[src/rtl/qnigma_sreg_pkg.sv]
// Shared types for the handshaked serial/parallel shift register.
package qnigma_sreg_pkg;

    typedef enum logic [1:0] {
        IDLE,
        DRAIN,
        FILL,
        FULL
    } sreg_state_t;

endpackage

[src/rtl/qnigma_shiftreg.sv]
// Element-wide shift register with parallel load; a load and a shift in the same
// cycle shift the freshly loaded word.
module qnigma_shiftreg #(
    parameter int WIDTH  = 8,
    parameter int LENGTH = 8,
    parameter int RIGHT  = 0
) (
    input  logic                    clk,
    input  logic                    rst,
    input  logic                    load,
    input  logic [LENGTH*WIDTH-1:0] load_data,
    input  logic                    shift,
    input  logic [WIDTH-1:0]        shift_in,
    output logic [LENGTH*WIDTH-1:0] par,
    output logic [WIDTH-1:0]        ser
);

    logic [LENGTH*WIDTH-1:0] reg_q;
    logic [LENGTH*WIDTH-1:0] reg_d;
    logic [LENGTH*WIDTH-1:0] base;

    always_comb begin
        base  = load ? load_data : reg_q;
        reg_d = base;
        if (shift) begin
            if (RIGHT != 0) begin
                reg_d = {shift_in, base[LENGTH*WIDTH-1:WIDTH]};
            end else begin
                reg_d = {base[(LENGTH-1)*WIDTH-1:0], shift_in};
            end
        end
    end

    always_ff @(posedge clk) begin
        if (rst) begin
            reg_q <= '0;
        end else begin
            reg_q <= reg_d;
        end
    end

    assign par = reg_q;
    assign ser = (RIGHT != 0) ? reg_q[WIDTH-1:0] : reg_q[LENGTH*WIDTH-1 -: WIDTH];

endmodule

[src/rtl/qnigma_shiftreg_stream.sv]
// Valid/ready wrapper around qnigma_shiftreg: drains a loaded word serially or
// collects serial elements into a word, tracking occupancy in cnt.
module qnigma_shiftreg_stream
    import qnigma_sreg_pkg::*;
#(
    parameter int WIDTH  = 8,
    parameter int LENGTH = 8,
    parameter int RIGHT  = 0,
    parameter int CNT_W  = $clog2(LENGTH + 1)
) (
    input  logic                    clk,
    input  logic                    rst,
    input  logic                    flush,
    input  logic [LENGTH*WIDTH-1:0] par_i,
    input  logic [CNT_W-1:0]        par_len,
    input  logic                    par_i_val,
    output logic                    par_i_rdy,
    output logic [WIDTH-1:0]        ser_o,
    output logic                    ser_o_last,
    output logic                    ser_o_val,
    input  logic                    ser_o_rdy,
    input  logic [WIDTH-1:0]        ser_i,
    input  logic                    ser_i_last,
    input  logic                    ser_i_val,
    output logic                    ser_i_rdy,
    output logic [LENGTH*WIDTH-1:0] par_o,
    output logic [CNT_W-1:0]        par_o_cnt,
    output logic                    par_o_val,
    input  logic                    par_o_rdy
);

    sreg_state_t state_q, state_d;
    logic [CNT_W-1:0] cnt_q, cnt_d;
    logic [CNT_W-1:0] eff_len;

    logic load_hs, clr_hs, drain_hs, fill_hs, word_hs;
    logic                    sr_load, sr_shift;
    logic [LENGTH*WIDTH-1:0] sr_load_data;
    logic [WIDTH-1:0]        sr_shift_in;

    always_comb begin
        if (par_len == '0 || par_len > CNT_W'(LENGTH)) begin
            eff_len = CNT_W'(LENGTH);
        end else begin
            eff_len = par_len;
        end
    end

    // Outputs depend on state/cnt only, except the IDLE ser_i_rdy arbitration term.
    always_comb begin
        par_i_rdy  = (state_q == IDLE);
        ser_i_rdy  = ((state_q == IDLE) && !par_i_val) || (state_q == FILL);
        ser_o_val  = (state_q == DRAIN);
        ser_o_last = (state_q == DRAIN) && (cnt_q == CNT_W'(1));
        par_o_val  = (state_q == FULL);
        par_o_cnt  = (state_q == FULL) ? cnt_q : '0;
    end

    assign load_hs  = (state_q == IDLE) && par_i_val;
    assign clr_hs   = (state_q == IDLE) && !par_i_val && ser_i_val;
    assign drain_hs = (state_q == DRAIN) && ser_o_rdy;
    assign fill_hs  = (state_q == FILL) && ser_i_val;
    assign word_hs  = (state_q == FULL) && par_o_rdy;

    // A clear is a load of zeros followed by a shift of the first element.
    assign sr_load      = flush || load_hs || clr_hs;
    assign sr_load_data = (load_hs && !flush) ? par_i : '0;
    assign sr_shift     = !flush && (drain_hs || fill_hs || clr_hs);
    assign sr_shift_in  = (state_q == DRAIN) ? '0 : ser_i;

    always_comb begin
        state_d = state_q;
        cnt_d   = cnt_q;
        unique case (state_q)
            IDLE: begin
                if (load_hs) begin
                    state_d = DRAIN;
                    cnt_d   = eff_len;
                end else if (clr_hs) begin
                    state_d = ser_i_last ? FULL : FILL;
                    cnt_d   = CNT_W'(1);
                end
            end
            DRAIN: begin
                if (drain_hs) begin
                    cnt_d = cnt_q - CNT_W'(1);
                    if (cnt_q == CNT_W'(1)) begin
                        state_d = IDLE;
                    end
                end
            end
            FILL: begin
                if (fill_hs) begin
                    cnt_d = cnt_q + CNT_W'(1);
                    if (ser_i_last || cnt_q == CNT_W'(LENGTH - 1)) begin
                        state_d = FULL;
                    end
                end
            end
            FULL: begin
                if (word_hs) begin
                    state_d = IDLE;
                    cnt_d   = '0;
                end
            end
            default: begin
                state_d = IDLE;
                cnt_d   = '0;
            end
        endcase
        if (flush) begin
            state_d = IDLE;
            cnt_d   = '0;
        end
    end

    always_ff @(posedge clk) begin
        if (rst) begin
            state_q <= IDLE;
            cnt_q   <= '0;
        end else begin
            state_q <= state_d;
            cnt_q   <= cnt_d;
        end
    end

    qnigma_shiftreg #(
        .WIDTH (WIDTH),
        .LENGTH(LENGTH),
        .RIGHT (RIGHT)
    ) u_sreg (
        .clk      (clk),
        .rst      (rst),
        .load     (sr_load),
        .load_data(sr_load_data),
        .shift    (sr_shift),
        .shift_in (sr_shift_in),
        .par      (par_o),
        .ser      (ser_o)
    );

endmodule

[config.mk]
export PLATFORM = sky130hd
export DESIGN_NAME = qnigma_shiftreg_stream
export DESIGN_NICKNAME = d
export VERILOG_FILES = /design/src/rtl/qnigma_sreg_pkg.sv /design/src/rtl/qnigma_shiftreg.sv /design/src/rtl/qnigma_shiftreg_stream.sv
export SDC_FILE = /design/constraint.sdc
export NUM_CORES = 1
export LEC_CHECK = 0
export ABC_AREA = 1
export ABC_CLOCK_PERIOD_IN_PS = 1510
export BUFFER_PORTS_ARGS = -buffer_cell sky130_fd_sc_hd__buf_2
export CORE_AREA = 2 2 97 99
export DETAILED_ROUTE_END_ITERATION = 10
export DIE_AREA = 0 0 99 101
export PLACE_DENSITY = 0.75
export SLEW_MARGIN = 15
export SYNTH_ARGS = -nofsm -noshare
export SYNTH_HDL_FRONTEND = slang
export SYNTH_SLANG_ARGS = --single-unit
[constraint.sdc]
create_clock -name clk -period 1.51 [get_ports clk]
set_input_delay 0.0755 -clock clk [delete_from_list [all_inputs] [get_ports clk]]
set_output_delay 0.0755 -clock clk [all_outputs]
set_load 0.05 [all_outputs]
## Yosys cells after proc, flatten, opt, wreduce, memory -nomap -nowiden

Cells that the tools add are included.

| word-level totals | value |
|---|---|
| bits in registers | 70 |
| input port bits | 84 |
| output and inout port bits | 81 |

| operators by class | value |
|---|---|
| $add $sub $neg | 2 |
| order comparisons | 1 |
| equal/unequal tests | 11 |
| multiplexer cells | 21 |
| reductions and logical operators | 24 |

Operators by type and width:

| cell | number |
|---|---|
| 2-to-1 mux 64 bit | 3 |
| 2-to-1 mux 4 bit | 7 |
| case mux 4 bit (4 select lines) | 1 |
| 2-to-1 mux 2 bit | 7 |
| logical AND 1 bit | 9 |
| 2-to-1 mux 8 bit | 1 |
| != test 2 x 1 -> 1 bit, second input constant | 4 |
| case mux 2 bit (4 select lines) | 1 |
| logical OR 1 bit | 7 |
| AND reduction 6 bit | 1 |
| adder 4 x 1 -> 4 bit, second input constant | 1 |
| == test 2 bit, second input constant | 2 |
| == test 4 x 1 -> 1 bit, second input constant | 1 |
| == test 4 x 3 -> 1 bit, second input constant | 1 |
| > comparator 4 bit, second input constant | 1 |
| logical NOT 4 bit | 1 |
| AND reduction 4 bit | 1 |
| subtractor 4 x 1 -> 4 bit, second input constant | 1 |
| != test 3 x 1 -> 1 bit, second input constant | 1 |
| == test 2 x 1 -> 1 bit, second input constant | 1 |
| logical NOT 1 bit | 2 |
| logical NOT 2 bit | 1 |
| != test 2 bit, second input constant | 1 |
| nonzero test 2 bit | 1 |
| 2 further kinds | 2 |

## Depth between registers and ports, before layout

Gate-level depths: netlist (run 1).

| depth | value |
|---|---|
| depth in word-level cells | 6 |
| mapped depth | 12 |
| depth with buffers taken out | 9 |

## Hierarchy

A second synthesis (run 1) with hierarchy kept.

| second synthesis, totals | value |
|---|---|
| cell total of the unflattened synthesis | 769 |
| area, all modules | 4581.9 sq um |

Modules (own cells, without submodules):

| module | times used | cells an instance | area an instance (sq um) | seq. area each (sq um) |
|---|---|---|---|---|
| qnigma_shiftreg | 1 | 509 | 3200.6 | 1281.2 |
| qnigma_shiftreg_stream | 1 | 260 | 1381.3 | 120.1 |

## Worst setup path after synthesis (run 1)

No wires, ideal clock.

| path | value |
|---|---|
| kind | register -> register |
| start point | register state_q[1] |
| end point | register u_sreg.reg_q[0], in the netlist u_sreg.par[0] |
| library setup time | 0.116 ns |
| arrival time | 1.659 ns |
| slack | -0.265 ns |
| cell stages (with the launch flop) | 10 |
| clock period less this slack | 1.775 ns |
| path through | dfxtp_1 > inv_2 > a21oi_4 > nand2_1 > nand2_2 > nand2_1 > buf_6 > buf_2 > a21oi_1 > nor2_1 |

| between the ends | value |
|---|---|
| word-level cells in the longest chain between the ends | 6 |
| elaborated cells between the ends (all ways) | 18 |

RTL lines:

| what | RTL line | RTL |
|---|---|---|
| start: declaration | qnigma_shiftreg_stream.sv:32 | `sreg_state_t state_q, state_d;` |
| start signal: assignment | qnigma_shiftreg_stream.sv:122 | `state_q <= state_d;` |
| logical NOT 2 bit, or another cell as far along | qnigma_shiftreg_stream.sv:59, qnigma_shiftreg_stream.sv:60 |  |
| logical AND 1 bit (on tied branches) | n/a |  |
| logical AND 1 bit, or another cell as far along | qnigma_shiftreg_stream.sv:67 | `assign sr_load_data = (load_hs && !flush) ? par_i : '0;` |
| 2-to-1 mux 64 bit, or another cell as far along | qnigma_shiftreg_stream.sv:67 |  |
| 2-to-1 mux 64 bit or logical AND 1 bit (tied branches) | qnigma_shiftreg.sv:23, qnigma_shiftreg_stream.sv:68 |  |
| 2-to-1 mux 64 bit * | qnigma_shiftreg.sv:25 | `if (shift) begin` |
| end signal: assignment | qnigma_shiftreg.sv:38 | `reg_q <= reg_d;` |
| end: declaration | qnigma_shiftreg.sv:18 | `logic [LENGTH*WIDTH-1:0] reg_q;` |

Mark *: on every way between the ends. The rest lies on a longest branch, timed or not. The select of a mux whose other input is x is not followed.
A chain may end at the register's enable or synchronous reset.

## Final worst setup path (run 1)

| path | value |
|---|---|
| start point | register state_q[0] |
| end point | register u_sreg.reg_q[35], in the netlist u_sreg.par[35] |

| between the ends | value |
|---|---|
| word-level cells in the longest chain between the ends | 6 |
| elaborated cells between the ends (all ways) | 17 |

RTL lines:

| what | RTL line |
|---|---|
| logical NOT 2 bit, or another cell as far along | qnigma_shiftreg_stream.sv:59, qnigma_shiftreg_stream.sv:60 |
| logical AND 1 bit (on tied branches) | n/a |
| logical AND 1 bit, or another cell as far along | qnigma_shiftreg_stream.sv:67 |
| 2-to-1 mux 64 bit, or another cell as far along | qnigma_shiftreg_stream.sv:67 |
| 2-to-1 mux 64 bit or logical AND 1 bit (tied branches) | qnigma_shiftreg.sv:23, qnigma_shiftreg_stream.sv:68 |
| 2-to-1 mux 64 bit * | qnigma_shiftreg.sv:25 |

Marks and branches as above.

==> flow_summary.toml, run 1 <==
[worst_setup_path]
crit_fanout = 7
critPathArrivalTime_ps = 1820
cpPeakStageDelay_ps = 370
crit_family = "simple AND/OR/NAND/NOR gates"
worstSetupPathType = "register to register"
worstPathCellList = "nor2_4 -> nand2_2 -> nor2_4 -> buf_12 -> buf_6 -> nand2_1 -> nand2_1 -> o21ai_1 -> nor2_1"
endpoint_kind = "register"
worst_path_max_delay_cell = "dfxtp_4"
path_buf_inv = 2
required_ps = 1800
crit_path_start_kind = "register"

[outcome]
violations = "setup timing"
outcome = "finished with violations"

[yosys]
synth_warnings = 0
synth_fp_nets = 695
synth_cell_types = 24
syn_area_mm2 = 0.00379
seq_area_frac_synth = 0.370
syn_inst = 608
yosys_register_bits = 70
postSynthAreaPerCell_um2 = 6.23

[timing]
tns_ps = -34.9
setup_slack_ps = -19.7
hold_viol = 0
max_slew_margin = 0.741
fmax_mhz = 654
slew_viol_final = 0
setup_viol = 2
period_needed_ps = 1530
worst_pin_slew_ps = 389
timing.final.crit_share = 1.01
skew_ps = 10.9
rsz0062_at_grt = "true"

[global_routing]
grt_max_degree = 57
antenna_found_initial = 0
grt_usage = 0.230
grt_pass1_wl_um = 18700
first_global_vias = 4094
grt_overflow = 0

[die]
initial_core_util = 0.422
die_w_um = 99
row_count = 35
die_h_um = 101
dieArea_mm2 = 0.0100
coreArea_mm2 = 0.00898
ios = 165

[finish]
syn_to_final_growth_pct = 44.6
final_nets = 872
num_antenna_cells = 0
drive_gt1_frac = 0.366

[routing]
dr_total_vias = 4653
drtPass1Iterations = 5
wl_per_cell_um = 14.6
drc = 0
ant_nets = 0
drt-total-wl_um = 13100
initialDrtViolationCount = 317
viasPerCell = 5.16

[power]
peakVddDrop_uv = 453
p_leak_uw = 0.00286
powerDensity_mw_per_mm2 = 1030
power_uw = 5670

[place]
portBuffers = 164
pre_cts_slack_ps = 5.52
gp_congestion = 0.921
hpwl_um = 8620

[clocking]
cts_tree = "yes"
clock_path_buffers = 2
cts_made_buffers = 9
cts.clk_slew.worst_paths_ps = 70
clock_sink_count = 70
clock-root-buffer = "clkbuf_8"
insertion_delay_ps = 340
ctsHtreeMaxLevel = 3

[job]
cap_violations = 0

[hold_path]
hold_path.class = "input port to register"
==> cell type report <==
class                      count  area [um2]
clock inverter                 3        43.8
tap                          111         139
clock buffer                  13         149
inverter                      29         111
multi-input combinational    467        2160
sequential                    70        1410
fill                         821        3500
timing repair buffer         208        1460
==> cell usage in the layout, fill, tap and decap left out, types with 10 or more instances in the layout <==
cell / synthesis / layout
clkbuf_8: 0 / 10
o21ai_1: 2 / 41
buf_4: 12 / 16
nand2_2: 1 / 47
buf_12: 0 / 10
a21oi_1: 18 / 16
buf_2: 12 / 159
o21ai_0: 57 / 15
nor2_1: 124 / 115
nand2_1: 211 / 165
dfxtp_1: 70 / 66
inv_1: 26 / 25
nand3_1: 33 / 33
==> final timing paths <==
path / from / to / slack (ps) / cells after the start
worst max register to register: state_q[0] / u_sreg.par[35] / -20 / 9
worst max-delay path: state_q[0] / u_sreg.par[35] / -20 / 9
worst min register to register: cnt_q[1] / cnt_q[1] / 530 / 2
worst min-delay path: rst / u_sreg.par[53] / 3 / 2
==> cells in the mapped netlist, drive strengths merged <==
cell	count	area, um2
clkinv	1	3.75
dfxtp	70	1400
inv	28	105
nand3b	3	22.5
ha	3	37.5
buf	34	255
nor2	129	512
nand4	6	37.5
nand2	212	798
nand3	33	165
a21oi	19	106
o21ai	59	295
o31ai	1	7.51
clkbuf	8	30.0
or2	2	12.5
==> registers in the layout, indices dropped and copies added (netlist names) <==
| signal | flops |
|---|---|
| u_sreg.par | 64 |
| cnt_q | 4 |
| state_q | 2 |
==> through the flow <==
| stage | instances | hold slack, ps | util | area, um2 |
|---|---|---|---|---|
| after floorplan | 608 | 145 | - | 3810 |
| after global placement | 861 | 321 | 0.524 | 4710 |
| after detailed placement | 861 | 326 | 0.524 | 4710 |
| after CTS | 886 | 3.41 | 0.560 | 5020 |
| after global routing | 901 | 3.23 | 0.610 | 5480 |
| final | 901 | 3.34 | 0.610 | 5480 |
==> logic make-up (layout without fill, tap and decap cells) <==
group / after synthesis / count (layout) / share of synthesized area
AO/OA/AOI/OAI: 79 / 79 / 0.108
flip-flops: 70 / 70 / 0.370
AND/OR/NAND/NOR: 385 / 385 / 0.408
buffers and inverters: 71 / 253 / 0.104
adder cells (fa/ha/maj): 3 / 3 / 0.00991
==> worst reg2reg max path, cell delays in order (launching register included) <==
cell and delay, ps:
dfxtp_4 370, nor2_4 150, nand2_2 90, nor2_4 170, buf_12 170, buf_6 150
nand2_1 50, nand2_1 130, o21ai_1 80, nor2_1 110
==> what timing repair did <==
action,in CTS,in global routing
cloned,1,11
endpoints found under the hold margin,8,0
gates resized for setup,5,92
setup buffers,0,4
hold buffers,8,0
pin swaps,0,45
endpoints found under the setup margin,8,60
==> routing by layer <==
metal / up-vias / part of all wire / global-route usage
met5: - / 0 / 0
met4: 0 / 0.027 / 0.104
met3: 40 / 0.071 / 0.0430
met2: 236 / 0.51 / 0.406
met1: 2109 / 0.39 / 0.272
li1: 2268 / - / -
==> where the power goes <==
part           switching, uW  internal (uW)  total (uW)
registers                107           2000        2110
logic                   1380            690        2070
clock network            686            811        1500
total                   2170           3500        5670
(Power assumes the default switching activity.)
==> inputs of run 2 (changes only) <==
ABC_CLOCK_PERIOD_IN_PS = 1380   (was 1510)
clock period = 1.38 ns   (was 1.51 ns; I/O delays follow)
==> flow_summary.toml, run 2 (synthesis results as in run 1) <==
[timing]
worst_hold_slack_ps = 29.9
skew_ps = 12.5
max_slew_margin = 0.682
fmax_mhz = 675
setup_viol = 68
setup_slack_ps = -101
worst_pin_slew_ps = 475
hold_viol = 0
tns_ps = -3650
slew_viol_final = 0
period_needed_ps = 1480
timing.final.crit_share = 1.07
rsz0062_at_grt = "true"

[worst_setup_path]
worstPathCellList = "nor2_4 -> nand2_2 -> nor2_4 -> nor2_4 -> nor2_4 -> buf_12 -> buf_12 -> nand2_1 -> a21oi_2"
crit_top_cell = "nor2_4"
path_buf_inv = 2
worstSetupPathType = "register to register"
crit_fanout = 9
endpoint_kind = "register"
critPathArrivalTime_ps = 1750
crit_path_start_kind = "register"
cpPeakStageDelay_ps = 370
required_ps = 1650
crit_family = "simple AND/OR/NAND/NOR gates"
worst_path_max_delay_cell = "dfxtp_4"

[global_routing]
grt_pass1_wl_um = 19100
antenna_found_initial = 0
first_global_vias = 4185
grt_overflow = 0
grt_max_degree = 40
grt_usage = 0.236

[power]
clkPwrFrac = 0.234
peakVddDrop_uv = 707
p_sw_uw = 2570
comb_power_share = 0.400
p_leak_uw = 0.00305
switching_share = 0.407
p_seq_frac = 0.366
intPower_uw = 3740
power_uw = 6300
powerDensity_mw_per_mm2 = 1050

[routing]
drc = 0
drtPass1Iterations = 5
ant_nets = 0
dr_total_vias = 4766
initialDrtViolationCount = 327
viasPerCell = 5.17
drt-total-wl_um = 13700
wl_per_cell_um = 14.9

[hold_path]
hold_path.class = "input port to register"

[die]
die_h_um = 101
die_w_um = 99
dieArea_mm2 = 0.0100
initial_core_util = 0.422
row_count = 35
ios = 165
coreArea_mm2 = 0.00898

[finish]
largest_register_ffs = 64
num_antenna_cells = 0
layout_common_cells = "155 x nand2_1, 155 x buf_2, 109 x nor2_1, 66 x dfxtp_1, 48 x nand2_2"
fin_util = 0.666
final_nets = 893
drive_gt1_frac = 0.444
syn_to_final_growth_pct = 57.8

[clocking]
cts_tree = "yes"
clock_path_buffers = 2
insertion_delay_ps = 350
cts_made_buffers = 9
clock_sink_count = 70
clock-root-buffer = "clkbuf_8"
cts.clk_slew.worst_paths_ps = 80
ctsHtreeMaxLevel = 3

[place]
portBuffers = 164
gp_congestion = 0.909
hpwl_um = 9010
pre_cts_slack_ps = -133

[outcome]
violations = "setup timing"
outcome = "finished with violations"

[job]
cap_violations = 0
run 2: cell types whose count changed in the layout (fill, tap and decap cells not counted), sizes merged:
cell,change
buf,+21
bufinv,-1
clkbuf,-6
clkinv,+1
clkinvlp,+3
dlygate4sd3,+2
inv,+1
run 2: area by class of cell:
type	instances	area (um2)
inverter	29	130
clock buffer	9	124
sequential	70	1420
timing repair buffer	229	1700
tap	111	139
fill	747	3000
multi-input combinational	467	2420
clock inverter	7	47.5
run 2: stage by stage:
stage / cells / instance area, um2
3_5_place_dp: 876 / 4840
4_1_cts: 907 / 5290
5_1_grt: 922 / 5980
6_report: 922 / 5980
3_3_place_gp: 876 / 4840
2_1_floorplan: 608 / 3820
run 2: final timing paths:
path,to,cells after the start,start,slack (ps)
worst max register to register,u_sreg.par[62],9,state_q[1],-100
worst min register to register,u_sreg.par[56],4,u_sreg.par[56],570
worst max-delay path,u_sreg.par[62],9,state_q[1],-100
worst min-delay path,u_sreg.par[57],5,par_i[57],30
run 2: worst min-delay path: cells and delay by family:
kind,cells,cell delay (ps)
AND/OR/NAND/NOR,3,150
buffers and inverters,2,120
run 2: timing repair:
action	CTS	global route
setup endpoints to repair	79	78
hold buffers	10	0
gates cloned	1	6
gates resized for setup	51	157
buffers inserted	4	10
pin swaps	2	48
endpoints found under the hold margin	14	0
run 2: layer usage:
layer / share of wire / GRT usage / vias to the layer above
met4: 0.027 / 0.0864 / 0
met5: 0 / 0 / -
li1: - / - / 2319
met3: 0.078 / 0.0589 / 34
met2: 0.51 / 0.422 / 247
met1: 0.39 / 0.273 / 2166
run 2: power by group through the flow:
stage / registers (uW) / logic [uW] / clock network (uW)
final: 2310 / 2520 / 1480
after global routing: 2320 / 2680 / 1620
after CTS: 2300 / 2130 / 1510
after detailed placement: 2340 / 2010 / 0
after global placement: 2330 / 1990 / 0
after floorplan: 2840 / 914 / 0
